==> src/rtl/ps2_pkg.sv <==
// Shared PS/2 definitions: host transmitter states, error codes, keyboard
// command/reply bytes and LED mask bit positions.
package ps2_pkg;

  typedef enum logic [2:0] {
    ST_IDLE,
    ST_INHIBIT,
    ST_WAIT_FIRST,
    ST_SEND,
    ST_ACK,
    ST_WAIT_IDLE,
    ST_DONE,
    ST_ERROR
  } tx_state_t;

  localparam logic [1:0] ERR_START = 2'd1;
  localparam logic [1:0] ERR_XFER  = 2'd2;
  localparam logic [1:0] ERR_NOACK = 2'd3;

  localparam logic [7:0] CMD_SET_LED  = 8'hED;
  localparam logic [7:0] CMD_ENABLE   = 8'hF4;
  localparam logic [7:0] CMD_RESET    = 8'hFF;
  localparam logic [7:0] REPLY_ACK    = 8'hFA;
  localparam logic [7:0] REPLY_RESEND = 8'hFE;

  localparam int unsigned LED_SCROLL = 0;
  localparam int unsigned LED_NUM    = 1;
  localparam int unsigned LED_CAPS   = 2;

  // PS/2 frames carry odd parity over the eight data bits.
  function automatic logic odd_parity(input logic [7:0] d);
    return ~^d;
  endfunction

endpackage

==> src/rtl/ps2_line_sync.sv <==
// Two-flop synchronizers for the PS/2 clock and data lines plus a
// falling-edge strobe on the synchronized clock.
module ps2_line_sync (
  input  logic clk,
  input  logic reset,
  input  logic ps2_clk_i,
  input  logic ps2_data_i,
  output logic clk_s,
  output logic data_s,
  output logic clk_fall
);

  logic [1:0] clk_ff;
  logic [1:0] data_ff;
  logic       clk_prev;

  // Idle bus is pulled high, so reset to 1 to avoid a false edge.
  always_ff @(posedge clk) begin
    if (reset) begin
      clk_ff   <= '1;
      data_ff  <= '1;
      clk_prev <= 1'b1;
    end else begin
      clk_ff   <= {clk_ff[0], ps2_clk_i};
      data_ff  <= {data_ff[0], ps2_data_i};
      clk_prev <= clk_ff[1];
    end
  end

  assign clk_s    = clk_ff[1];
  assign data_s   = data_ff[1];
  assign clk_fall = clk_prev & ~clk_ff[1];

endmodule

==> src/rtl/ps2_host_tx.sv <==
// PS/2 host-to-device byte transmitter: request-to-send, bit shifting on
// device falling edges, ACK check, with start and transfer timeouts.
module ps2_host_tx
  import ps2_pkg::*;
#(
  parameter int unsigned INHIBIT_CYC   = 4000,
  parameter int unsigned START_TMO_CYC = 600000,
  parameter int unsigned XFER_TMO_CYC  = 80000
) (
  input  logic       clk,
  input  logic       reset,
  input  logic       ps2_clk_i,
  input  logic       ps2_data_i,
  output logic       ps2_clk_oe,
  output logic       ps2_data_oe,
  input  logic [7:0] tx_data,
  input  logic       tx_write,
  output logic       tx_busy,
  output logic       tx_done,
  output logic       tx_error,
  output logic [1:0] tx_err_code
);

  localparam int unsigned TMO_MAX = (START_TMO_CYC > XFER_TMO_CYC) ? START_TMO_CYC : XFER_TMO_CYC;
  localparam int unsigned CNT_MAX = (TMO_MAX > INHIBIT_CYC) ? TMO_MAX : INHIBIT_CYC;
  localparam int unsigned CNT_W   = $clog2(CNT_MAX + 1);

  logic clk_s;
  logic data_s;
  logic clk_fall;

  ps2_line_sync u_sync (
    .clk        (clk),
    .reset      (reset),
    .ps2_clk_i  (ps2_clk_i),
    .ps2_data_i (ps2_data_i),
    .clk_s      (clk_s),
    .data_s     (data_s),
    .clk_fall   (clk_fall)
  );

  tx_state_t        state;
  logic [8:0]       shift;
  logic [3:0]       bitcnt;
  logic [CNT_W-1:0] cnt;

  always_ff @(posedge clk) begin
    if (reset) begin
      state       <= ST_IDLE;
      shift       <= '0;
      bitcnt      <= '0;
      cnt         <= '0;
      ps2_clk_oe  <= 1'b0;
      ps2_data_oe <= 1'b0;
      tx_busy     <= 1'b0;
      tx_done     <= 1'b0;
      tx_error    <= 1'b0;
      tx_err_code <= '0;
    end else begin
      tx_done  <= 1'b0;
      tx_error <= 1'b0;
      case (state)
        ST_IDLE: begin
          ps2_clk_oe  <= 1'b0;
          ps2_data_oe <= 1'b0;
          if (tx_write) begin
            shift      <= {odd_parity(tx_data), tx_data};
            tx_busy    <= 1'b1;
            cnt        <= '0;
            bitcnt     <= '0;
            ps2_clk_oe <= 1'b1;
            state      <= ST_INHIBIT;
          end
        end

        // Start bit goes out one cycle before the clock is released so the
        // clock line stays low for exactly INHIBIT_CYC cycles.
        ST_INHIBIT: begin
          cnt <= cnt + CNT_W'(1);
          if (cnt == CNT_W'(INHIBIT_CYC - 2))
            ps2_data_oe <= 1'b1;
          if (cnt == CNT_W'(INHIBIT_CYC - 1)) begin
            ps2_clk_oe <= 1'b0;
            cnt        <= '0;
            state      <= ST_WAIT_FIRST;
          end
        end

        ST_WAIT_FIRST: begin
          if (clk_fall) begin
            ps2_data_oe <= ~shift[0];
            shift       <= shift >> 1;
            bitcnt      <= 4'd1;
            cnt         <= '0;
            state       <= ST_SEND;
          end else if (cnt == CNT_W'(START_TMO_CYC - 1)) begin
            ps2_clk_oe  <= 1'b0;
            ps2_data_oe <= 1'b0;
            tx_error    <= 1'b1;
            tx_err_code <= ERR_START;
            state       <= ST_ERROR;
          end else begin
            cnt <= cnt + CNT_W'(1);
          end
        end

        ST_SEND, ST_ACK, ST_WAIT_IDLE: begin
          if (cnt == CNT_W'(XFER_TMO_CYC - 1)) begin
            ps2_clk_oe  <= 1'b0;
            ps2_data_oe <= 1'b0;
            tx_error    <= 1'b1;
            tx_err_code <= ERR_XFER;
            state       <= ST_ERROR;
          end else begin
            cnt <= cnt + CNT_W'(1);
            if (state == ST_SEND && clk_fall) begin
              if (bitcnt == 4'd9) begin
                ps2_data_oe <= 1'b0;
                bitcnt      <= 4'd10;
                state       <= ST_ACK;
              end else begin
                ps2_data_oe <= ~shift[0];
                shift       <= shift >> 1;
                bitcnt      <= bitcnt + 4'd1;
              end
            end else if (state == ST_ACK && clk_fall) begin
              if (!data_s) begin
                state <= ST_WAIT_IDLE;
              end else begin
                ps2_data_oe <= 1'b0;
                tx_error    <= 1'b1;
                tx_err_code <= ERR_NOACK;
                state       <= ST_ERROR;
              end
            end else if (state == ST_WAIT_IDLE && clk_s && data_s) begin
              tx_done <= 1'b1;
              state   <= ST_DONE;
            end
          end
        end

        ST_DONE, ST_ERROR: begin
          ps2_clk_oe  <= 1'b0;
          ps2_data_oe <= 1'b0;
          tx_busy     <= 1'b0;
          state       <= ST_IDLE;
        end

        default: state <= ST_IDLE;
      endcase
    end
  end

endmodule

==> config.mk <==
export PLATFORM = sky130hd
export DESIGN_NAME = ps2_host_tx
export DESIGN_NICKNAME = d
export VERILOG_FILES = /design/src/rtl/ps2_pkg.sv /design/src/rtl/ps2_line_sync.sv /design/src/rtl/ps2_host_tx.sv
export SDC_FILE = /design/constraint.sdc
export NUM_CORES = 1
export LEC_CHECK = 0
export BUFFER_PORTS_ARGS = -buffer_cell sky130_fd_sc_hd__buf_2
export CAP_MARGIN = 20
export CORE_MARGIN = 5
export CORE_UTILIZATION = 35
export CTS_BUF_LIST = sky130_fd_sc_hd__clkbuf_8
export DETAILED_ROUTE_END_ITERATION = 12
export GPL_TIMING_DRIVEN = 0
export PLACE_DENSITY_LB_ADDON = 0.1
export SYNTH_ARGS = -nofsm -noshare
export SYNTH_HDL_FRONTEND = slang
export SYNTH_HIERARCHICAL = 1
export SYNTH_SLANG_ARGS = --single-unit
==> constraint.sdc <==
create_clock -name clk -period 2.1 [get_ports clk]
set_input_delay 0.315 -clock clk [delete_from_list [all_inputs] [get_ports clk]]
set_output_delay 0.315 -clock clk [all_outputs]
set_load 0.1 [all_outputs]
==> results of run 1 <==
timing repair:
| item | in CTS | in global routing |
|---|---|---|
| endpoints found under the setup margin | 40 | 41 |
| buffers inserted | 13 | 7 |
| gates resized for setup | 64 | 42 |
| endpoints found under the hold margin | 0 | 0 |
| cloned | 2 | 1 |
| pin swaps | 20 | 13 |
stage by stage:
stage	total power, W	setup WS, ns	util, %
floorplan	0.00202	-0.00406	-
global placement	0.00234	-0.539	38.3
detailed placement	0.00233	-0.566	38.3
CTS	0.00326	-0.132	44.0
global route	0.00354	-0.102	46.7
finish	0.00337	-0.0603	46.7
routing by layer:
layer	track usage (%)	up-vias	routed length, um
met5	0	-	0
met1	25.9	1463	4360
met3	2.84	11	485
met4	4.66	0	119
li1	-	1432	-
met2	26.0	84	4050
critical path, stage by stage, from the launching register on:
cell and delay, ns:
dfxtp_4 0.36, or4b_4 0.54, or4_4 0.52, nor2_8 0.17, buf_8 0.15, nor2_1 0.05, a311oi_1 0.27
cells by family after synthesis:
logic type	after synthesis
flip-flops	48
buffers and inverters	34
AND/OR/NAND/NOR	135
adder cells (fa/ha/maj)	4
XOR/XNOR	7
multiplexers	2
AO/OA/AOI/OAI	118
where the power goes:
group	internal, W	leakage, nW	switching [W]
clock	0.000421	0.0645	0.000336
combinational	0.000535	0.842	0.000950
sequential	0.00103	0.396	0.0000921
total	0.00199	1.30	0.00138
state kept, by name (all words and copies together) (netlist names):
signal and count:
cnt 20, u_sync/data_ff 2, u_sync/clk_ff 2, tx_done 1
u_sync/clk_prev 1, ps2_clk_oe 1, state 3, tx_error 1
tx_err_code 2, ps2_data_oe 1, shift 9, tx_busy 1
bitcnt 4
area by class of cell:
cell class / count / area, um2 / share of cell area (%)
multi-input cells: 266 / 2050 / 54.2
flip-flops and latches: 48 / 980 / 25.9
repair buffers: 42 / 305 / 8.07
plain buffers: 23 / 156 / 4.14
well taps: 105 / 131 / 3.47
clock buffers: 7 / 96.3 / 2.55
inverters: 9 / 33.8 / 0.893
clock inverters: 1 / 30.0 / 0.794
synthesized netlist by cell type, drive strengths merged (3+ instances only):
| cell | instances |
|---|---|
| a211oi | 11 |
| a21oi | 32 |
| a311oi | 12 |
| a31oi | 4 |
| and2 | 5 |
| and3 | 4 |
| and4 | 3 |
| buf | 9 |
| clkbuf | 16 |
| dfxtp | 48 |
| ha | 4 |
| inv | 9 |
| nand2 | 27 |
| nand2b | 7 |
| nand3 | 17 |
| nand4 | 7 |
| nor2 | 14 |
| nor2b | 7 |
| o211ai | 3 |
| o21ai | 22 |
| o31ai | 14 |
| or2 | 7 |
| or3 | 7 |
| or4 | 15 |
| xnor2 | 7 |
cell usage in the layout (no fill, tap or decap), types with 9 or more instances in the layout:
master / Yosys / routed
a21oi_2: 1 / 11
nand3_1: 17 / 15
nor2_1: 13 / 11
dfxtp_1: 48 / 41
buf_4: 0 / 24
nand2_1: 27 / 25
buf_2: 5 / 19
a311oi_1: 12 / 11
o21ai_0: 17 / 15
inv_1: 9 / 9
o31ai_1: 14 / 12
a21oi_1: 31 / 21
or4_1: 14 / 14
worst paths after layout:
kind                     start           endpoint  slack [ns]
min reg2reg  u_sync/data_ff[0]  u_sync/data_ff[1]        0.41
max reg2reg            cnt[10]           state[0]       -0.06
min                  ps2_clk_i   u_sync/clk_ff[0]        0.18
max                    cnt[10]           state[0]       -0.06
==> reports/results.ini, run 1 <==
[detailed_routing]
antenna_left=0
wl_per_cell_um=18.0
vias=2990
route.detailed.drc=0
first_iter_violations=248
wirelength_um=9020
via_per_inst=5.97
firstDrtPassIters=5

[logic_synthesis]
synth_cell_type_count=63
yosys.area.top_type=dfxtp_1
syn-instance-count=348
synth_top_family_by_area=simple AND/OR/NAND/NOR gates
synth-seq-cells=48
synth.top_cell.area_share_pct=33.4
synth-simple-area-share_pct=28.5
synth-compound-area-share_pct=28.1
synthTopCellsByArea=dfxtp_1, a21oi_1, o31ai_1, or4_1, a311oi_1
synthMuxAreaShare_pct=0.739
synth_nets=365
syn_area_per_cell_um2=8.27
netlist_area_mm2=0.00288
synth_fa_ha_area_share_pct=1.74
yosysSeqAreaShare_pct=33.4
yosysWarningCount=6
async_flop_share_pct=0
synth-xor-area-share_pct=2.13
synth-edff-count=0
synthFlopType=dfxtp_1

[floorplanning]
dieWidth_um=101
core_mm2=0.00809
io_pins=20
rows=33
die_h_um=101
initial_utilization_pct=35.5
die-area_mm2=0.0101

[clock_tree]
htreeDepth=2
path_clk_slew_ns=0.10
hold_buffers=0
cts_buffer_depth=2
clock-root-buffer=clkbuf_8
cts_sinks=48
cts_tree=built
numCtsBuffers=5
clkLatencyLatePin_ns=0.31

[placed_design]
gp_congestion=0.866
dpl.cell_count=472
dpl_cell_area_mm2=0.00310
port_buffers=19
hpwlAfterDp_um=5960

[timing]
holdWs_ns=0.176
rsz0062_at_grt=yes
post-route-min-period_ns=2.16
fin_skew_ns=0.00920
hold_viol=0
tightestPinTransition_ns=0.576
drv_slew=0
slew_headroom_pct=61.6
period_share_pct=103
fmax_mhz=463
setup_ws_ns=-0.0603
fin_setup_tns_ns=-0.446
setup_viol_count_final=17

[global_route]
grt.overflow.total=0
antenna_found_initial=0
grt_pass1_wl_um=14300
grt_max_degree=15
grt_pass1_vias=2776
groute.usage.overall_pct=17.4

[run_status]
status=finished with violations
violations=negative setup slack

[worst_setup_path]
crit_fanout=5
worstPathRequired_ns=2.30
cp_data_arrival_time_ns=2.36
critical_path_class=reg2reg
worst-r2r-cell-count=6
crit_path_end_kind=register
start_kind=register

[min_path]
hold_path_class=in2reg
holdPathStages=2

[power]
cellLeakagePower_nw=1.30
cellPowerDensity_mw_per_mm2=890
worst_ir_drop_vdd_mv=0.404

[cells_and_area]
instances_no_fill=501
final_area_mm2=0.00378
final_layout_size_suffix_gt1_share_pct=34.8
fillCellCount=822
num-nets-final=412
antenna_cells=0
syn_to_final_growth_pct=31.4

[run]
max_cap_violations=0

Note: power is estimated with default switching activity, not from simulation.
==> run 2, diff against run 1 <==
==> constraint.sdc (replaced) <==
create_clock -name clk -period 2.2 [get_ports clk]
set_input_delay 0.33 -clock clk [delete_from_list [all_inputs] [get_ports clk]]
set_output_delay 0.33 -clock clk [all_outputs]
set_load 0.1 [all_outputs]
==> run 2 against run 1 <==
Against the previous run: global-route usage shrank 0.52 points; non-clock buffer count is 10 lower; the run now ends clean; largest cell class unchanged; power fell by 11%; clock skew down 0.0018 ns; highest routed layer unchanged; count of clock-buffer cells in the layout is 2 lower.
==> reports/results.ini, run 2 (synthesis results as in run 1) <==
[run_status]
status=finished, final reports clean

[timing]
fmax_mhz=459
tightestPinTransition_ns=0.599
rsz0062_at_grt=no
hold_viol=0
period_share_pct=99.0
holdWs_ns=0.196
fin_skew_ns=0.00742
slew_headroom_pct=60.1
setup_viol_count_final=0
post-route-min-period_ns=2.18
drv_slew=0

[min_path]
worstHoldEndpoint=u_sync/clk_ff[0]
worstHoldStart=ps2_clk_i
hold_path_class=in2reg
holdPathStages=2

[clock_tree]
numCtsBuffers=5
cts_tree=built
htreeDepth=2
cts_sinks=48
clkLatencyLatePin_ns=0.31
clock-root-buffer=clkbuf_8
cts_buffer_depth=2
path_clk_slew_ns=0.10

[placed_design]
port_buffers=19
hpwlAfterDp_um=6060
gp_congestion=0.883
dpl.cell_count=472

[detailed_routing]
wl_per_cell_um=17.2
wirelength_um=8470
firstDrtPassIters=5
route.detailed.drc=0
via_per_inst=5.93
vias=2910
first_iter_violations=174
antenna_left=0

[worst_setup_path]
crit_path_end_kind=register
rr_startpoint=cnt[10]
crit_fanout=4
cp_data_arrival_time_ns=2.38
worstPathRequired_ns=2.40
cp-startpoint=cnt[10]
r2r_end=state[1]
critical_path_class=reg2reg
r2r_slack_ns=0.02
worst-r2r-cell-count=5
start_kind=register

[floorplanning]
io_pins=20
die_h_um=101
die-area_mm2=0.0101
dieWidth_um=101
initial_utilization_pct=35.5
rows=33
core_mm2=0.00809

[global_route]
grt_pass1_wl_um=13900
grt_max_degree=15
antenna_found_initial=0
groute.usage.overall_pct=16.9
grt.overflow.total=0
grt_pass1_vias=2778

[power]
power_w=0.00301
worst_ir_drop_vdd_mv=0.482
cellPowerDensity_mw_per_mm2=859
cellLeakagePower_nw=1.22

[cells_and_area]
syn_to_final_growth_pct=21.7
antenna_cells=0
final_cell_mix=dfxtp_1, a21oi_1, nand2_1
mostFrequentLayoutCell=dfxtp_1
final_util_pct=43.3
fillCellCount=862
instances_no_fill=491
layout_top_registers=cnt (20), shift (9), bitcnt (4)
largest_register_ffs=20
top_register=cnt
final_layout_size_suffix_gt1_share_pct=25.6
num-nets-final=402

[run]
max_cap_violations=0

run 2: through the flow:
stage	worst slack (ns)	cell area [um2]	setup TNS, ns
after global placement	-0.412	3100	-10.31
after global routing	0.00214	3500	0
after CTS	-0.0581	3380	-0.321
after floorplan	0.0959	2880	0
after detailed placement	-0.466	3100	-11.28
final	0.0212	3500	0
run 2: layout make-up:
cell class | instances | area (um2) | share of cell area (%)
well taps | 105 | 131 | 3.75
clock inverters | 3 | 38.8 | 1.11
flip-flops and latches | 48 | 973 | 27.8
clock buffers | 5 | 68.8 | 1.96
repair buffers | 31 | 189 | 5.39
inverters | 9 | 33.8 | 0.965
plain buffers | 24 | 143 | 4.07
multi-input cells | 266 | 1920 | 54.9
run 2: where the power goes:
| part | total [W] | internal, W | switching, W |
|---|---|---|---|
| Sequential | 0.00106 | 0.000984 | 0.0000796 |
| Combinational | 0.00129 | 0.000438 | 0.000853 |
| Clock | 0.000653 | 0.000334 | 0.000319 |
run 2: worst max-delay path by stage:
stage,endpoint,depth (start not counted),slack (ns)
6_report,state[1],5,0.02
5_1_grt,state[2],5,0.002
4_1_cts,state[1],5,-0.06
3_5_place_dp,cnt[9],8,-0.47
3_3_place_gp,cnt[11],8,-0.41
2_1_floorplan,state[1],6,0.1
run 2: critical path: stages, from the launching register on:
cell,delay (ns)
dfxtp_4,0.36
or4b_4,0.56
or4_4,0.51
o21ai_4,0.21
nand3_2,0.13
mux2_4,0.30
run 2: repair_timing:
action	CTS	global route
pin swaps	13	4
endpoints found under the hold margin	0	0
resized for setup	29	36
buffers inserted	11	1
setup endpoints to repair	39	37
hold buffers	0	0
run 2: routing by layer:
| layer | up-vias | GRT usage (%) | wire, um |
|---|---|---|---|
| met5 | - | 0 | 0 |
| met1 | 1427 | 25.0 | 4400 |
| li1 | 1417 | - | - |
| met2 | 60 | 25.8 | 3700 |
| met3 | 6 | 2.84 | 298 |
| met4 | 0 | 3.63 | 66 |
==> run 3, diff against run 2 <==
--- a/config.mk
+++ b/config.mk
@@ -9,9 +9,8 @@
 export CAP_MARGIN = 20
 export CORE_MARGIN = 5
 export CORE_UTILIZATION = 35
-export CTS_BUF_LIST = sky130_fd_sc_hd__clkbuf_8
+export CTS_BUF_LIST = sky130_fd_sc_hd__clkbuf_2
 export DETAILED_ROUTE_END_ITERATION = 12
-export GPL_TIMING_DRIVEN = 0
 export PLACE_DENSITY_LB_ADDON = 0.1
 export SYNTH_ARGS = -nofsm -noshare
 export SYNTH_HDL_FRONTEND = slang
==> run 3 against run 2 <==
Against the previous run: final cell count up 1.2%; power down 9.0%; sequential share of layout area is 0.43 points higher; worst setup slack gained 0.026 ns; global-route usage down 1.1 points; sequential power about the same; critical endpoint unchanged; highest routed layer unchanged; largest power group unchanged; count of clock-buffer cells in the layout is the same; first-iteration DRC count increased by 5.7%; cell area down 2.5%; register-to-register slack improved by 0.03 ns; clock power fell by 43%.
==> reports/results.ini, run 3 (synthesis results as in run 1) <==
[run_status]
status=finished, final reports clean

[global_route]
grt.overflow.total=0
antenna_found_initial=0
grt_pass1_vias=2653
grt_pass1_wl_um=13100
groute.usage.overall_pct=15.8
grt_max_degree=31

[worst_setup_path]
critical_path_class=reg2reg
r2r_slack_ns=0.05
worst-r2r-cell-count=5
cp_data_arrival_time_ns=2.49
start_kind=register
crit_path_end_kind=register
worstSetupEndpoint=state[1]
cp-startpoint=cnt[8]
worstPathRequired_ns=2.54
r2r_end=state[1]
rr_startpoint=cnt[8]
crit_fanout=6

[timing]
fin_skew_ns=0.0283
post-route-min-period_ns=2.15
rsz0062_at_grt=yes
hold_viol=0
period_share_pct=97.8
tightestPinTransition_ns=0.496
setup_ws_ns=0.0474
slew_headroom_pct=67.2
fmax_mhz=465
setup_viol_count_final=0
holdWs_ns=0.0734
drv_slew=0
fin_setup_tns_ns=0

[run]
max_cap_violations=0

[cells_and_area]
largest_register_ffs=20
top_register=cnt
final_area_mm2=0.00341
layout_top_registers=cnt (20), shift (9), bitcnt (4)
ff_latch_area_um2=963
syn_to_final_growth_pct=18.7
final_layout_size_suffix_gt1_share_pct=25.3
fillCellCount=862
antenna_cells=0
final_cell_mix=dfxtp_1, buf_4, nand2_1, a21oi_1, buf_2
num-nets-final=408
mostFrequentLayoutCell=dfxtp_1
multiInputGateArea_mm2=0.00183

[floorplanning]
die-area_mm2=0.0101
rows=33
dieWidth_um=101
initial_utilization_pct=35.5
core_mm2=0.00809
die_h_um=101
io_pins=20

[power]
switchingPower_w=0.00118
cellLeakagePower_nw=1.21
swShare_pct=43.2
sequentialPowerShare_pct=39.2
cellPowerDensity_mw_per_mm2=802
comb_power_share_pct=47.3
p_clk_share_pct=13.5
p_int_w=0.00156
worst_ir_drop_vdd_mv=0.458
power_w=0.00274

[detailed_routing]
firstDrtPassIters=4
wirelength_um=7870
antenna_left=0
route.detailed.drc=0
via_per_inst=5.73
vias=2850
first_iter_violations=184
wl_per_cell_um=15.8

[min_path]
holdPathStages=2
hold_path_class=in2reg

[clock_tree]
clkLatencyLatePin_ns=0.43
cts_sinks=48
hold_buffers=0
numCtsBuffers=5
clock-root-buffer=clkbuf_2
cts_buffer_depth=2
cts_tree=built
htreeDepth=2
path_clk_slew_ns=0.25

[placed_design]
gp_congestion=0.848
pre_cts_ws_ns=0.0584
dpl_cell_area_mm2=0.00329
port_buffers=19
hpwlAfterDp_um=5840

==> run 3: cell types whose count changed in the layout (fill, tap and decap cells not counted), moves of 3 or more <==
| cell | before | now |
|---|---|---|
| buf_4 | 14 | 41 |
| clkbuf_1 | 8 | 0 |
| clkbuf_8 | 5 | 0 |
| clkbuf_4 | 4 | 0 |
| dfxtp_1 | 42 | 46 |
| a21oi_1 | 30 | 27 |
| a21oi_2 | 2 | 5 |
| nor2_1 | 10 | 13 |
| nor2_2 | 3 | 0 |
| o21ai_1 | 1 | 4 |
==> run 3: through the flow <==
stage / std cells / utilization [%]
floorplan: 348 / -
global placement: 487 / 40.6
detailed placement: 487 / 40.6
CTS: 495 / 41.1
global route: 497 / 42.2
finish: 497 / 42.2
==> run 3: worst min path at each step <==
stage	from	end	slack [ns]
5_1_grt	ps2_clk_i	u_sync/clk_ff[0]	0.03
2_1_floorplan	u_sync/clk_ff[0]	u_sync/clk_ff[1]	0.38
4_1_cts	ps2_clk_i	u_sync/clk_ff[0]	0.04
3_5_place_dp	u_sync/data_ff[0]	u_sync/data_ff[1]	0.39
3_3_place_gp	u_sync/data_ff[0]	u_sync/data_ff[1]	0.38
6_report	ps2_clk_i	u_sync/clk_ff[0]	0.07
==> run 3: layout make-up <==
class	instances	area share, %
Timing Repair Buffer	61	12.1
Multi-Input combinational cell	266	53.7
Sequential cell	48	28.2
Clock inverter	3	0.403
Clock buffer	5	0.733
Inverter	9	0.990
Tap cell	105	3.85
==> run 3: power by group through the flow <==
stage	registers [W]	logic [W]	clock network, W
final	0.00107	0.00129	0.000369
after global routing	0.00109	0.00142	0.000415
after CTS	0.00107	0.00125	0.000387
after detailed placement	0.00108	0.00124	0
after global placement	0.00109	0.00125	0
after floorplan	0.00120	0.000727	0
==> run 3: timing repair <==
| action | CTS | global route |
|---|---|---|
| gates resized for setup | 0 | 20 |
| setup buffers | 0 | 2 |
| endpoints found under the setup margin | 0 | 37 |
==> run 3: critical path, cell delays in order (launching register included) <==
cell,delay [ns]
dfxtp_2,0.38
or4b_4,0.54
or4_4,0.52
o21ai_4,0.20
nand3_2,0.12
mux2_4,0.31
==> run 3: layer usage <==
metal,up-vias,track usage (%),wire length (um)
li1,1418,-,-
met1,1362,24.1,4060
met2,63,23.2,3390
met3,7,2.42,361
met4,0,3.42,64
met5,-,0,0
